<file path="src/rtl/pipe_stage_buf.sv">
// pipe_stage_buf
//
// Registered pipeline buffer. This is a small in-order FIFO that sits
// between two stages. Each side uses a valid/ready handshake. A push takes
// effect on in_valid && in_ready, and a pop on out_valid && out_ready.
// A payload pushed in cycle N can be presented downstream in cycle N+1 at
// the earliest. A synchronous flush discards every buffered entry. The
// asynchronous active-low reset discards them as well, at once and without
// waiting for a clock edge.
//
// Optional feature macro: PIPE_STAGE_BUF_BYPASS_EN
//   Defined   : when the buffer is empty and the downstream side is ready,
//               in_data passes combinationally to out_data. Both handshakes
//               complete in that cycle and nothing is stored.
//   Undefined : no combinational path runs from in_data or in_valid to the
//               outputs.
//
// Parameters
//   DATA_WIDTH  payload width
//   DEPTH       entry count, a power of two from 2 to 8
//   RESET_VALUE driven on out_data whenever no valid payload is presented
//
// Ports
//   clk        single clock, rising edge
//   rst        asynchronous reset, active low
//   flush      synchronous discard of all entries; also blocks both handshakes
//   in_valid   upstream payload valid
//   in_ready   buffer can accept a payload this cycle
//   in_data    upstream payload
//   out_valid  downstream payload valid
//   out_ready  downstream accepts the payload this cycle
//   out_data   oldest payload, or RESET_VALUE when out_valid is low
//   count      current occupancy

module pipe_stage_buf #(
    parameter int unsigned           DATA_WIDTH  = 32,
    parameter int unsigned           DEPTH       = 2,
    parameter logic [DATA_WIDTH-1:0] RESET_VALUE = DATA_WIDTH'(32'hffffffff)
) (
    input  logic                         clk,
    input  logic                         rst,
    input  logic                         flush,
    input  logic                         in_valid,
    output logic                         in_ready,
    input  logic [DATA_WIDTH-1:0]        in_data,
    output logic                         out_valid,
    input  logic                         out_ready,
    output logic [DATA_WIDTH-1:0]        out_data,
    output logic [$clog2(DEPTH+1)-1:0]   count
);

    localparam int unsigned AW = $clog2(DEPTH);
    localparam int unsigned CW = $clog2(DEPTH + 1);

    localparam logic [CW-1:0] FULL_COUNT = CW'(DEPTH);
    localparam logic [AW-1:0] LAST_PTR   = AW'(DEPTH - 1);

    logic [DATA_WIDTH-1:0] mem [DEPTH];
    logic [AW-1:0]         head_q;
    logic [AW-1:0]         tail_q;
    logic [CW-1:0]         count_q;

    logic empty;
    logic full;
    logic stored_valid;
    logic bypass;
    logic push;
    logic pop;

    function automatic logic [AW-1:0] ptr_next(input logic [AW-1:0] ptr);
        return (ptr == LAST_PTR) ? '0 : ptr + 1'b1;
    endfunction

    assign empty        = (count_q == '0);
    assign full         = (count_q == FULL_COUNT);
    assign stored_valid = !empty && !flush;

`ifdef PIPE_STAGE_BUF_BYPASS_EN
    // Zero-latency pass-through. This only happens when nothing older is
    // waiting, so ordering is kept. The payload is neither stored nor popped.
    assign bypass = empty && in_valid && out_ready && !flush;
`else
    assign bypass = 1'b0;
`endif

    // in_ready does not look at out_ready. A full buffer therefore refuses a
    // push even when a pop happens in the same cycle.
    assign in_ready  = !full && !flush;
    assign out_valid = stored_valid || bypass;

    assign push = in_valid && in_ready && !bypass;
    assign pop  = stored_valid && out_ready;

    always_comb begin
        out_data = RESET_VALUE;
        if (bypass) begin
            out_data = in_data;
        end else if (stored_valid) begin
            out_data = mem[head_q];
        end
    end

    assign count = count_q;

    always_ff @(posedge clk or negedge rst) begin
        if (!rst) begin
            head_q  <= '0;
            tail_q  <= '0;
            count_q <= '0;
        end else if (flush) begin
            head_q  <= '0;
            tail_q  <= '0;
            count_q <= '0;
        end else begin
            if (push) begin
                tail_q <= ptr_next(tail_q);
            end
            if (pop) begin
                head_q <= ptr_next(head_q);
            end
            case ({push, pop})
                2'b10:   count_q <= count_q + 1'b1;
                2'b01:   count_q <= count_q - 1'b1;
                default: count_q <= count_q;
            endcase
        end
    end

    // Storage is not reset. Only entries between head and tail can be seen,
    // and reset or flush makes that range empty.
    always_ff @(posedge clk) begin
        if (push) begin
            mem[tail_q] <= in_data;
        end
    end

endmodule

</file>
<file path="config.mk">
export PLATFORM = sky130hd
export DESIGN_NAME = pipe_stage_buf
export DESIGN_NICKNAME = d
export VERILOG_FILES = /design/src/rtl/pipe_stage_buf.sv
export SDC_FILE = /design/constraint.sdc
export NUM_CORES = 1
export LEC_CHECK = 0
export ABC_AREA = 1
export BUFFER_PORTS_ARGS = -buffer_cell sky130_fd_sc_hd__buf_2
export CAP_MARGIN = 10
export CORE_ASPECT_RATIO = 0.6
export CORE_UTILIZATION = 40
export DETAILED_ROUTE_END_ITERATION = 10
export GPL_TIMING_DRIVEN = 0
export PLACE_DENSITY_LB_ADDON = 0.12
export SYNTH_ARGS = -nofsm -noshare
export SYNTH_HDL_FRONTEND = slang
export SYNTH_SLANG_ARGS = --single-unit
</file>
<file path="constraint.sdc">
create_clock -name clk -period 7.2 [get_ports clk]
set_clock_uncertainty 0.05 [all_clocks]
set_input_delay 1.08 -clock clk [delete_from_list [all_inputs] [get_ports clk]]
set_output_delay 1.08 -clock clk [all_outputs]
set_load 0.1 [all_outputs]
</file>
**Word level (Yosys, flattened, before mapping)**

Memories as Yosys holds them, arrays and structs flattened.
Cells that the tools add are included.

- Register bits after elaboration: 4
- RAM bits: 64
- Input bits: 37
- Output and inout bits: 36
- Word-level logic and storage cells: 33
- Memories kept: 1

- Add/sub/neg operators: 4
- Equality and inequality tests: 3
- Multiplexer cells: 11
- Reductions and logical operators: 11

Memories:

| name | depth | width | rd ports | clocked after Yosys merged registers in | write ports | RTL line | text |
|---|---|---|---|---|---|---|---|
| mem | 2 | 32 | 1 | 0 | 1 | 58 | `logic [DATA_WIDTH-1:0] mem [DEPTH];` |

Operators by type and width:

| kind | number |
|---|---|
| 32-bit 2-to-1 mux | 1 |
| 1-bit 2-to-1 mux | 8 |
| 2-bit == test (second input constant) | 2 |
| 1-bit logical AND | 4 |
| 2-bit case mux with 2 select lines | 1 |
| 2-bit nonzero test | 2 |
| 1-bit logical NOT | 3 |
| 3-bit nonzero test | 1 |
| 1-bit adder (second input constant) | 2 |
| 2-bit by 1-bit adder with 2-bit output (second input constant) | 1 |
| 2-bit by 1-bit == test with 1-bit output (second input constant) | 1 |
| 2-bit logical NOT | 1 |
| 2-bit 2-to-1 mux | 1 |
| 2-bit by 1-bit subtractor with 2-bit output (second input constant) | 1 |

**Longest topological paths before layout**

Gate-level depths: netlist of the first run.

- Depth after elaboration: 7
- Depth in mapped cells: 9

**Worst setup path after synthesis of the first run**

OpenSTA, ideal clock, no wires.

- Kind: register to output
- Start point: register count_q[1] (netlist: count[1])
- End point: output port out_data[10]
- Arrival time: 2.719 ns
- Required time: 6.070 ns
- Setup slack: 3.351 ns
- Cell stages (with the launch flop): 5
- Path buffers: 1
- Cells stage by stage: dfrtp_1 > nor2_2 > nor2_4 > buf_2 > o211ai_1

- Cells in the longest elaborated chain, start to end: 4

Ends and longest elaborated chain:

| what | RTL line | text |
|---|---|---|
| from (decl) | 61 | `logic [CW-1:0] count_q;` |
| from (signal assigned) | 122 | `2'b10: count_q <= count_q + 1'b1;` |
| from (signal assigned) | 123 | `2'b01: count_q <= count_q - 1'b1;` |
| from (signal assigned) | 124 | `default: count_q <= count_q;` |
| 2-bit logical NOT | 74 | `assign empty = (count_q == '0);` |
| 1-bit logical NOT | 76 | `assign stored_valid = !empty && !flush;` |
| 1-bit logical AND | 76 |  |
| named net out_valid | 46 | `output logic out_valid,` |
| 32-bit 2-to-1 mux | 98 | `end else if (stored_valid) begin` |
| to (decl) | 48 | `output logic [DATA_WIDTH-1:0] out_data,` |

The timed path passes the listed nets, and every way through them passes these cells.

**Final worst setup path of the first run**

- Start point: input port flush
- End point: output port out_data[3]

- Cells in the longest elaborated chain, start to end: 3

Ends and longest elaborated chain:

| what | RTL line | text |
|---|---|---|
| from (decl) | 42 | `input logic flush,` |
| 1-bit logical NOT | 76 |  |
| 1-bit logical AND | 76 |  |
| 32-bit 2-to-1 mux | 98 |  |

No other way between the ends.

==> run metrics, run 1 <==
YS warnings=0; area grow syn2layout=30.2%; Slew @ Worst Pin=553 ps; library cells used by synthesis=20; Seq/Total Area, Yosys=0.744; Peak VDD IR=~0.00019 V; CTS max path bufs=2; RePlAce Congestion=slightly above 0.7; max-slew violation count=0; Synth Register Bits=roughly 70; Pwr per Cell Area=437 nW/um^2; CP endpoint kind=output port; Worst Path Required=6070 ps; RSZ-0062 raised after global routing=no; Final min period=about 3300 ps; crit path DAT=~2200 ps; Setup Viol. Count Final=0; Synth Area in Simple Gates=0.0912; Die Area=7130 sq um; routed wire length=5070 microns; clock sink count=68; DP HPWL=around 3500 microns; nets@finish=327; Die W=roughly 110 microns; setup repair bufs after CTS=0; Final Util=0.559; clock transition at the registers of the reported paths=around 50 ps; Vias=about 1800; TritonRoute pass-1 iters=4; max cap viols=0; initial antenna violation count=0; H-Tree Depth=3; CP most frequent cell=buf_2; endpoints failing hold=0; global-route met2 utilization=0.258; layout filler cell count=between 500 and 600; share of layout cells above drive strength 1=0.363; antenna cells=0; crit-path cells=buf_2 -> nor2_4 -> buf_2 -> o211ai_1 -> buf_2; main combinational cell family by area after synthesis=compound AO/OA/AOI/OAI gates; final non-filler cell total=approximately 380; synthesized area=between 2000 and 3000 sq um; grt ovf=0; syn_area_per_cell=13.3 sq um; cts bufs inserted=9; Syn Nets=242; CTS Root Cell=clkbuf_16; core region area=approximately 6300 sq um; xor-xnor portion of the synthesized cell area=0; Synth Area in Compound Gates=0.0921; post_cts resized=0; io pins=between 70 and 80; Slowest Stage Delay on Critical Path=around 320 ps; Initial Util=0.429; 1st-iter DRT viols=71; die span in y=65.8 microns; met3 Track Usage GR=0.0631; Slowest cell on crit path=buf_2; CP startpoint=flush; static leakage=1.39 nW; largest net degree at the start of global routing=32; CTS tree=yes; max_slew headroom=0.630; Via-to-Cell Ratio=roughly 4.6; Final period util=0.459; outcome=finished clean; critical path type=input port to output port; Hold Buf Count CTS=0; DRC violations left=0; mux contribution to synthesized area=0.00368; worst hold-check path type=input port to asynchronous set/reset pin; Setup TNS Final=0 ps; worst-skew pair later-pin latency=~320 ps; startpoint types=input port; fmax=around 300 MHz; Routed Antenna Nets=0; Global Route met1 Usage=0.208; cell row count=22; vias in the first global route=1688; wire length of the first global-routing pass=8370 microns; wire length per cell=between 10 and 15 microns; Power, Total=roughly 1.5 mW; port bufs=72; post-synthesis adder-cell area fraction=0; placed cells=about 360; busiest layer in global routing=met2; CP max FO=10; critical register-to-register path startpoint=count[0]$_DFFE_PN0P_; Tot GR Track Use=0.165; post-synthesis cell count=between 200 and 250
[flip-flops by register name, summed over array words and instances (netlist names)]
| register | count |
|---|---|
| tail_q | 1 |
| head_q | 1 |
| mem | 64 |
| count | 2 |
[where the power goes]
part / total, mW / internal [mW] / leakage (nW) / switching, mW
Clock: 0.419 / 0.267 / 0.139 / 0.151
Sequential: 0.491 / 0.477 / 0.639 / 0.0145
Combinational: 0.635 / 0.0987 / 0.616 / 0.536
Total: 1.54 / 0.843 / 1.39 / 0.701
[worst paths after layout]
| check | end | cells past startpoint | slack, ps |
|---|---|---|---|
| max | out_data[3] | 5 | 3890 |
| min reg2reg | count[1]$_DFFE_PN0P_ | 2 | 570 |
| max in group asynchronous | count[1]$_DFFE_PN0P_ | 1 | 6460 |
| min | head_q$_DFFE_PN0P_ | 1 | 510 |
| max reg2reg | mem[0][25]$_DFFE_PP_ | 5 | 5410 |
| min in group clk | count[1]$_DFFE_PN0P_ | 2 | 570 |
[metrics by stage]
stage,setup slack [ps],hold slack (ps),instance area [sq um]
final,3890,514,3540
after global routing,3790,507,3540
after CTS,3850,507,3540
after detailed placement,3870,575,3240
after global placement,2940,485,3180
after floorplan,3350,472,2720
[final cells by class]
| class | instances | area [sq um] | area share |
|---|---|---|---|
| Buffer | 10 | 47.5 | 0.0134 |
| Clock buffer | 10 | 229 | 0.0647 |
| Clock inverter | 6 | 63.8 | 0.0180 |
| Inverter | 37 | 139 | 0.0393 |
| Multi-Input combinational cell | 90 | 523 | 0.148 |
| Sequential cell | 68 | 2020 | 0.572 |
| Tap cell | 84 | 105 | 0.0297 |
| Timing Repair Buffer | 74 | 408 | 0.115 |
[worst max-delay path, delay by kind of cell]
family | cells | cell delay, ps
buffers and inverters | 3 | 740
AOI/OAI and AO/OA | 1 | 140
and+or+nand+nor | 1 | 210
[cell usage after synthesis]
library cell / number / area (sq um)
buf_2: 8 / 40.0
clkbuf_1: 2 / 7.51
dfrtp_1: 4 / 100
edfxtp_1: 64 / 1920
inv_1: 36 / 135
inv_2: 1 / 3.75
mux2i_1: 1 / 10.0
nand2_1: 38 / 143
nand2_2: 2 / 12.5
nand2_4: 1 / 11.3
nand3_1: 5 / 25.0
nand3_2: 1 / 10.0
nor2_1: 5 / 18.8
nor2_2: 1 / 6.26
nor2_4: 1 / 11.3
nor3_2: 1 / 10.0
o211ai_1: 31 / 233
o21ai_0: 1 / 5.00
o21ai_1: 1 / 5.00
o21bai_1: 1 / 7.51
[cell usage in the layout, fill, tap and decap left out, drive strengths merged, types with 2 or more instances in the layout]
master and n:
nand3 6, clkinv 2, o211ai 31, inv 38
nand2 41, clkbuf 12, edfxtp 64, clkinvlp 2
dfrtp 4, buf 82, nor2 7, o21ai 2
[routing by layer]
layer | part of all wire | wire, microns
met1 | 0.46 | 2350
met3 | 0.062 | 315
met2 | 0.46 | 2330
met4 | 0.013 | 68
met5 | 0 | 0
[logic make-up (layout without fill, tap and decap cells)]
kind of cell,count (synthesis),after routing
flops,68,68
mux,1,1
compound gates,34,34
buf+inv,47,137
simple gates,55,55
Power figures use the tool's default switching activity.
==> run 2, diff against run 1 <==
Clock period 7.2 ns to 3.1 ns, I/O delays scaled along.
==> run metrics, run 2 (synthesis results as in run 1) <==
outcome=finished clean; most common cell after layout, fill and taps aside=buf_2; crit path DAT=1870 ps (-310 ps); Crit path depth=4 (-1); Biggest register=mem; clock transition at the registers of the reported paths=50 ps (about the same); Vias=1730 (-1.5%); Reg-to-Reg End=mem[0][25]$_DFFE_PP_; endpoints failing hold=0 (unchanged); Slowest Stage Delay on Critical Path=470 ps (+150 ps); fmax=around 420 MHz; CP most frequent cell=buf_2; max_slew headroom=0.670 (+0.0396); max-slew violation count=0 (unchanged); H-Tree Depth=3 (unchanged); worst hold-check path type=input port to flop; hold path start=in_data[9]; Final min period=2390 ps; Setup Viol. Count Final=0 (unchanged); Final Util=0.555 (-0.00336); max cap viols=0 (unchanged); cell row count=22 (unchanged); DRC violations left=0 (unchanged); critical register-to-register path startpoint=count[0]$_DFFE_PN0P_; io pins=73 (unchanged); area grow syn2layout=29.4%; clock sink count=68 (unchanged); R2R setup slack=1510 ps (-3900 ps); Routed Antenna Nets=0 (unchanged); Initial Util=0.429 (unchanged); placed cell area=3240 sq um (-0.15%); max reg flops=64 (unchanged); wire length per cell=13.4 microns (+0.22%); Die Area=7130 sq um (unchanged); most frequent cells in the layout=buf_2 (80), edfxtp_1 (64), nand2_1 (38); antenna cells=0 (unchanged); hold slack=283 ps (-231 ps); Via-to-Cell Ratio=4.56 (-1.5%); vias in the first global route=1720 (+1.9%); Worst Reg-to-Reg Cells=5 (unchanged); core region area=6330 sq um (unchanged); die span in y=65.8 microns (unchanged); placed cells=363 (unchanged); Slowest cell on crit path=buf_2; CTS Root Cell=clkbuf_16; TritonRoute pass-1 iters=5 (+1); Slew @ Worst Pin=499 ps (-54.7 ps); CP endpoint kind=output port; RSZ-0062 raised after global routing=no; critical path type=flop to output port; CP bufs+invs=3 (unchanged); initial antenna violation count=0 (unchanged); startpoint types=flop; Setup WS post-layout=714 ps (-3180 ps); CP max FO=10 (unchanged); crit-path cells=buf_2 -> clkbuf_1 -> o211ai_1 -> buf_2; cts bufs inserted=9 (unchanged); design area=3520 sq um (-0.60%); Min-Delay Path Depth=1; share of layout cells above drive strength 1=0.369 (+0.00678); static leakage=1.38 nW (-1.2%); nets@finish=328 (+0.31%); final non-filler cell total=379 (unchanged); DP HPWL=3440 microns (-2.5%); hold path endpoint=mem[1][9]$_DFFE_PP_; CP top delay family=buffers and inverters; Setup TNS Final=0 ps (unchanged); worst-skew pair later-pin latency=310 ps (about the same); CTS max path bufs=2 (unchanged); port bufs=72 (unchanged); 1st-iter DRT viols=60 (-15%); RePlAce Congestion=0.725 (+1.3%); Pwr per Cell Area=997 nW/um^2 (+130%); Peak VDD IR=0.000456 V (+140%); Power, Total=3.51 mW (+130%); Die W=108 microns (unchanged); Tot GR Track Use=0.165 (+0.000443); Worst Path Required=2580 ps (-3490 ps); grt ovf=0 (unchanged); wire length of the first global-routing pass=8450 microns (+0.91%); CTS tree=yes; largest net degree at the start of global routing=28 (-13%); routed wire length=5080 microns (+0.22%); dpl ws=1000 ps (-2870 ps); Final period util=0.770
==> run 2: report_power, final <==
group / leakage (nW) / internal, mW / switching, mW
Combinational: 0.617 / 0.227 / 1.25
Clock: 0.124 / 0.535 / 0.351
Sequential: 0.636 / 1.11 / 0.0333
Total: 1.38 / 1.87 / 1.63
==> run 2: worst max path at each step <==
stage	from	endpoint	slack [ps]
global placement	flush	mem[1][2]$_DFFE_PP_	-420
detailed placement	flush	out_data[3]	1000
global route	head_q$_DFFE_PN0P_	out_data[3]	600
finish	head_q$_DFFE_PN0P_	out_data[3]	710
floorplan	count[1]$_DFFE_PN0P_	out_data[10]	160
CTS	head_q$_DFFE_PN0P_	out_data[3]	670
==> run 2: routing by layer <==
layer	vias to the layer above	GRT usage	share of wire
met5	-	0	0
met4	0	0.0456	0.0024
met3	2	0.0690	0.063
met2	39	0.250	0.46
met1	806	0.219	0.48
li1	883	-	-
==> run 2: timing repair <==
action	in CTS	in global routing
resized for setup	0	0
setup buffers	0	0
hold endpoints to repair	4	0
hold buffers	1	0
==> run 2: worst reg2reg max path, delay by kind of cell (launching register included) <==
kind	cells	cell delay [ps]
AND/OR/NAND/NOR	3	510
flip-flops	1	380
buffers and inverters	2	320
==> run 2: layout make-up <==
cell class,count,area [sq um]
fill,552,2820
sequential,68,2020
multi-input combinational,90,523
timing repair buffer,75,410
clock buffer,9,225
inverter,37,139
tap,84,105
buffer,10,47.5
clock inverter,6,41.3
==> run 3, diff against run 2 <==
Settings changed: ABC_AREA 1 to 0.
Clock period 3.1 ns to 2.4 ns, I/O delays scaled along.
==> run metrics, run 3 <==
library cells used by synthesis=20 (unchanged); DRC violations left=0 (unchanged); Final period util=0.931; Min-Delay Path Depth=1 (unchanged); vias in the first global route=1476 (-14%); Synth top area share=0.729 (+0.0215); CP max FO=10 (unchanged); area grow syn2layout=27.6%; post-synthesis cell count=160 (-22%); critical register-to-register path startpoint=count[1]$_DFFE_PN0P_; Biggest register=mem; startpoint types=flop; YS warnings=0 (unchanged); share of layout cells above drive strength 1=0.410 (+0.0409); Post-synth EDFFs=64 (unchanged); Vias=1567 (-9.4%); initial antenna violation count=0 (unchanged); clock transition at the registers of the reported paths=70 ps (+20 ps); Reg-to-Reg End=mem[0][11]$_DFFE_PP_; clock sink count=68 (unchanged); Worst Reg-to-Reg Cells=3 (-2); CTS tree=yes; RSZ-0062 raised after global routing=no; 1st-iter DRT viols=51 (-15%); Peak VDD IR=0.000379 V (-17%); endpoints failing hold=0 (unchanged); most frequent cells in the layout=buf_2 (73), edfxtp_1 (64), mux2i_1 (32), nand2_1 (32), clkbuf_8 (9); Setup Viol. Count Final=0 (unchanged); Synth Flop Type=edfxtp_1; io pins=73 (unchanged); RePlAce Congestion=0.763 (+5.2%); R2R setup slack=540 ps (-970 ps); worst-skew pair later-pin latency=330 ps (+20 ps); max reg flops=64 (unchanged); max_slew headroom=0.550 (-0.120); wire length per cell=13.7 microns (+2.5%); Pwr per Cell Area=778 nW/um^2 (-22%); Synth Register Bits=68 (unchanged); Switching Power=0.707 mW (-57%); largest area contributor in the netlist=edfxtp_1; hold path start=in_data[30]; die span in y=64.9 microns (-1.4%); Initial Util=0.422 (-0.00715); Die W=107 microns (-1.5%); Slew @ Worst Pin=670 ps (+171 ps); grt ovf=0 (unchanged); worst hold-check path type=input port to flop; Logic pwr share=0.147 (-0.274); nets@finish=283 (-14%); Routed Antenna Nets=0 (unchanged); routed wire length=4600 microns (-9.4%); design area=3360 sq um (-4.3%); DP HPWL=3140 microns (-8.7%); hold slack=160 ps (-123 ps); Final min period=about 2200 ps; Post-synth top cells=edfxtp_1 (64), mux2i_1 (32), nand2_1 (32); core region area=6250 sq um (-1.3%); largest net degree at the start of global routing=33 (+18%); CTS max path bufs=2 (unchanged); Clk pwr share=0.334 (+0.081); final non-filler cell total=335 (-12%); static leakage=1.17 nW (-15%); hold path endpoint=mem[0][30]$_DFFE_PP_; port bufs=72 (unchanged); wire length of the first global-routing pass=7280 microns (-14%); CTS Root Cell=clkbuf_8; switch share=0.270 (-0.196); Worst Path Required=1990 ps (-590 ps); H-Tree Depth=3 (unchanged); Via-to-Cell Ratio=4.68 (+2.5%); cell row count=22 (unchanged); Power, Total=2.62 mW (-25%); layout filler cell count=542 (-1.8%); placed cell area=3160 sq um (-2.4%); cts bufs inserted=9 (unchanged); leading cell types by total area after synthesis=edfxtp_1 (73%), mux2i_1 (12%), nand2_1 (4.6%), dfrtp_1 (3.8%), buf_4 (1.7%); Tot GR Track Use=0.151 (-0.0144); ys async rst share=0.0588 (unchanged); max-slew violation count=0 (unchanged); Die Area=6930 sq um (-2.9%); max cap viols=0 (unchanged); most common cell after layout, fill and taps aside=buf_2; antenna cells=0 (unchanged); Seq/Total Area, Yosys=0.767 (+0.0226); synthesized area=2640 sq um (-2.9%); fmax=about 450 MHz; Syn Nets=197 (-19%); TritonRoute pass-1 iters=4 (-1); critical path type=flop to output port; crit path DAT=1830 ps (-40 ps); outcome=finished clean; Seq pwr share=0.519 (+0.193); CP endpoint kind=output port; placed cells=318 (-12%); syn_area_per_cell=16.5 sq um (+24%); Setup TNS Final=0 ps (unchanged); most frequent cell after synthesis=edfxtp_1; Int Pwr=1.91 mW (+2.1%)
## run 3: worst max-delay path, cell delays in order, from the launching register on
cell     delay (ps)
dfrtp_4         510
nor2_1          160
nor2_2          100
buf_4           190
nand2_1          90
buf_2           430
## run 3: power by group through the flow
| stage | Combinational [mW] | Clock [mW] | Sequential [mW] |
|---|---|---|---|
| after floorplan | 0.280 | 0 | 1.39 |
| after global placement | 0.378 | 0 | 1.38 |
| after detailed placement | 0.387 | 0 | 1.38 |
| after CTS | 0.389 | 0.912 | 1.36 |
| after global routing | 0.407 | 0.963 | 1.36 |
| final | 0.384 | 0.876 | 1.36 |
## run 3: metrics by stage
stage	setup WS, ps	util
2_1_floorplan	4.22	-
3_3_place_gp	-402	0.502
3_5_place_dp	473	0.506
4_1_cts	137	0.538
5_1_grt	42.2	0.538
6_report	165	0.538
## run 3: cells by family after synthesis
| group | after synthesis | synth area share |
|---|---|---|
| simple gates | 42 | 0.0679 |
| buf+inv | 8 | 0.0204 |
| compound gates | 9 | 0.0199 |
| flops | 68 | 0.767 |
| xor+xnor | 1 | 0.00332 |
| mux | 32 | 0.122 |
## run 3: area by class of cell
| cell class | instances | area (sq um) | share of cell area |
|---|---|---|---|
| Buffer | 7 | 50.0 | 0.0149 |
| Clock buffer | 9 | 124 | 0.0368 |
| Clock inverter | 7 | 67.6 | 0.0201 |
| Inverter | 1 | 3.75 | 0.00112 |
| Multi-Input combinational cell | 84 | 588 | 0.175 |
| Sequential cell | 68 | 2030 | 0.603 |
| Tap cell | 84 | 105 | 0.0312 |
| Timing Repair Buffer | 75 | 397 | 0.118 |
## run 3: metal layers
metal	track usage	vias up	part of all wire
li1	-	763	-
met1	0.183	750	0.47
met2	0.231	50	0.46
met3	0.0704	4	0.060
met4	0.0668	0	0.0065
met5	0	-	0
## run 3: how the worst max path moves through the flow
stage,startpoint,to,slack (ps),depth (start not counted)
after floorplan,count[1]$_DFFE_PN0P_,mem[0][0]$_DFFE_PP_,4,2
after global placement,count[1]$_DFFE_PN0P_,mem[0][5]$_DFFE_PP_,-400,2
after detailed placement,flush,out_valid,470,4
after CTS,count[0]$_DFFE_PN0P_,out_data[15],140,5
after global routing,count[0]$_DFFE_PN0P_,out_data[15],40,5
final,count[0]$_DFFE_PN0P_,out_data[15],160,5
## run 3: repair_timing
action                    CTS  global route
resized for setup           0             0
setup buffers               0             0
hold buffers                1             0
hold endpoints to repair    4             0
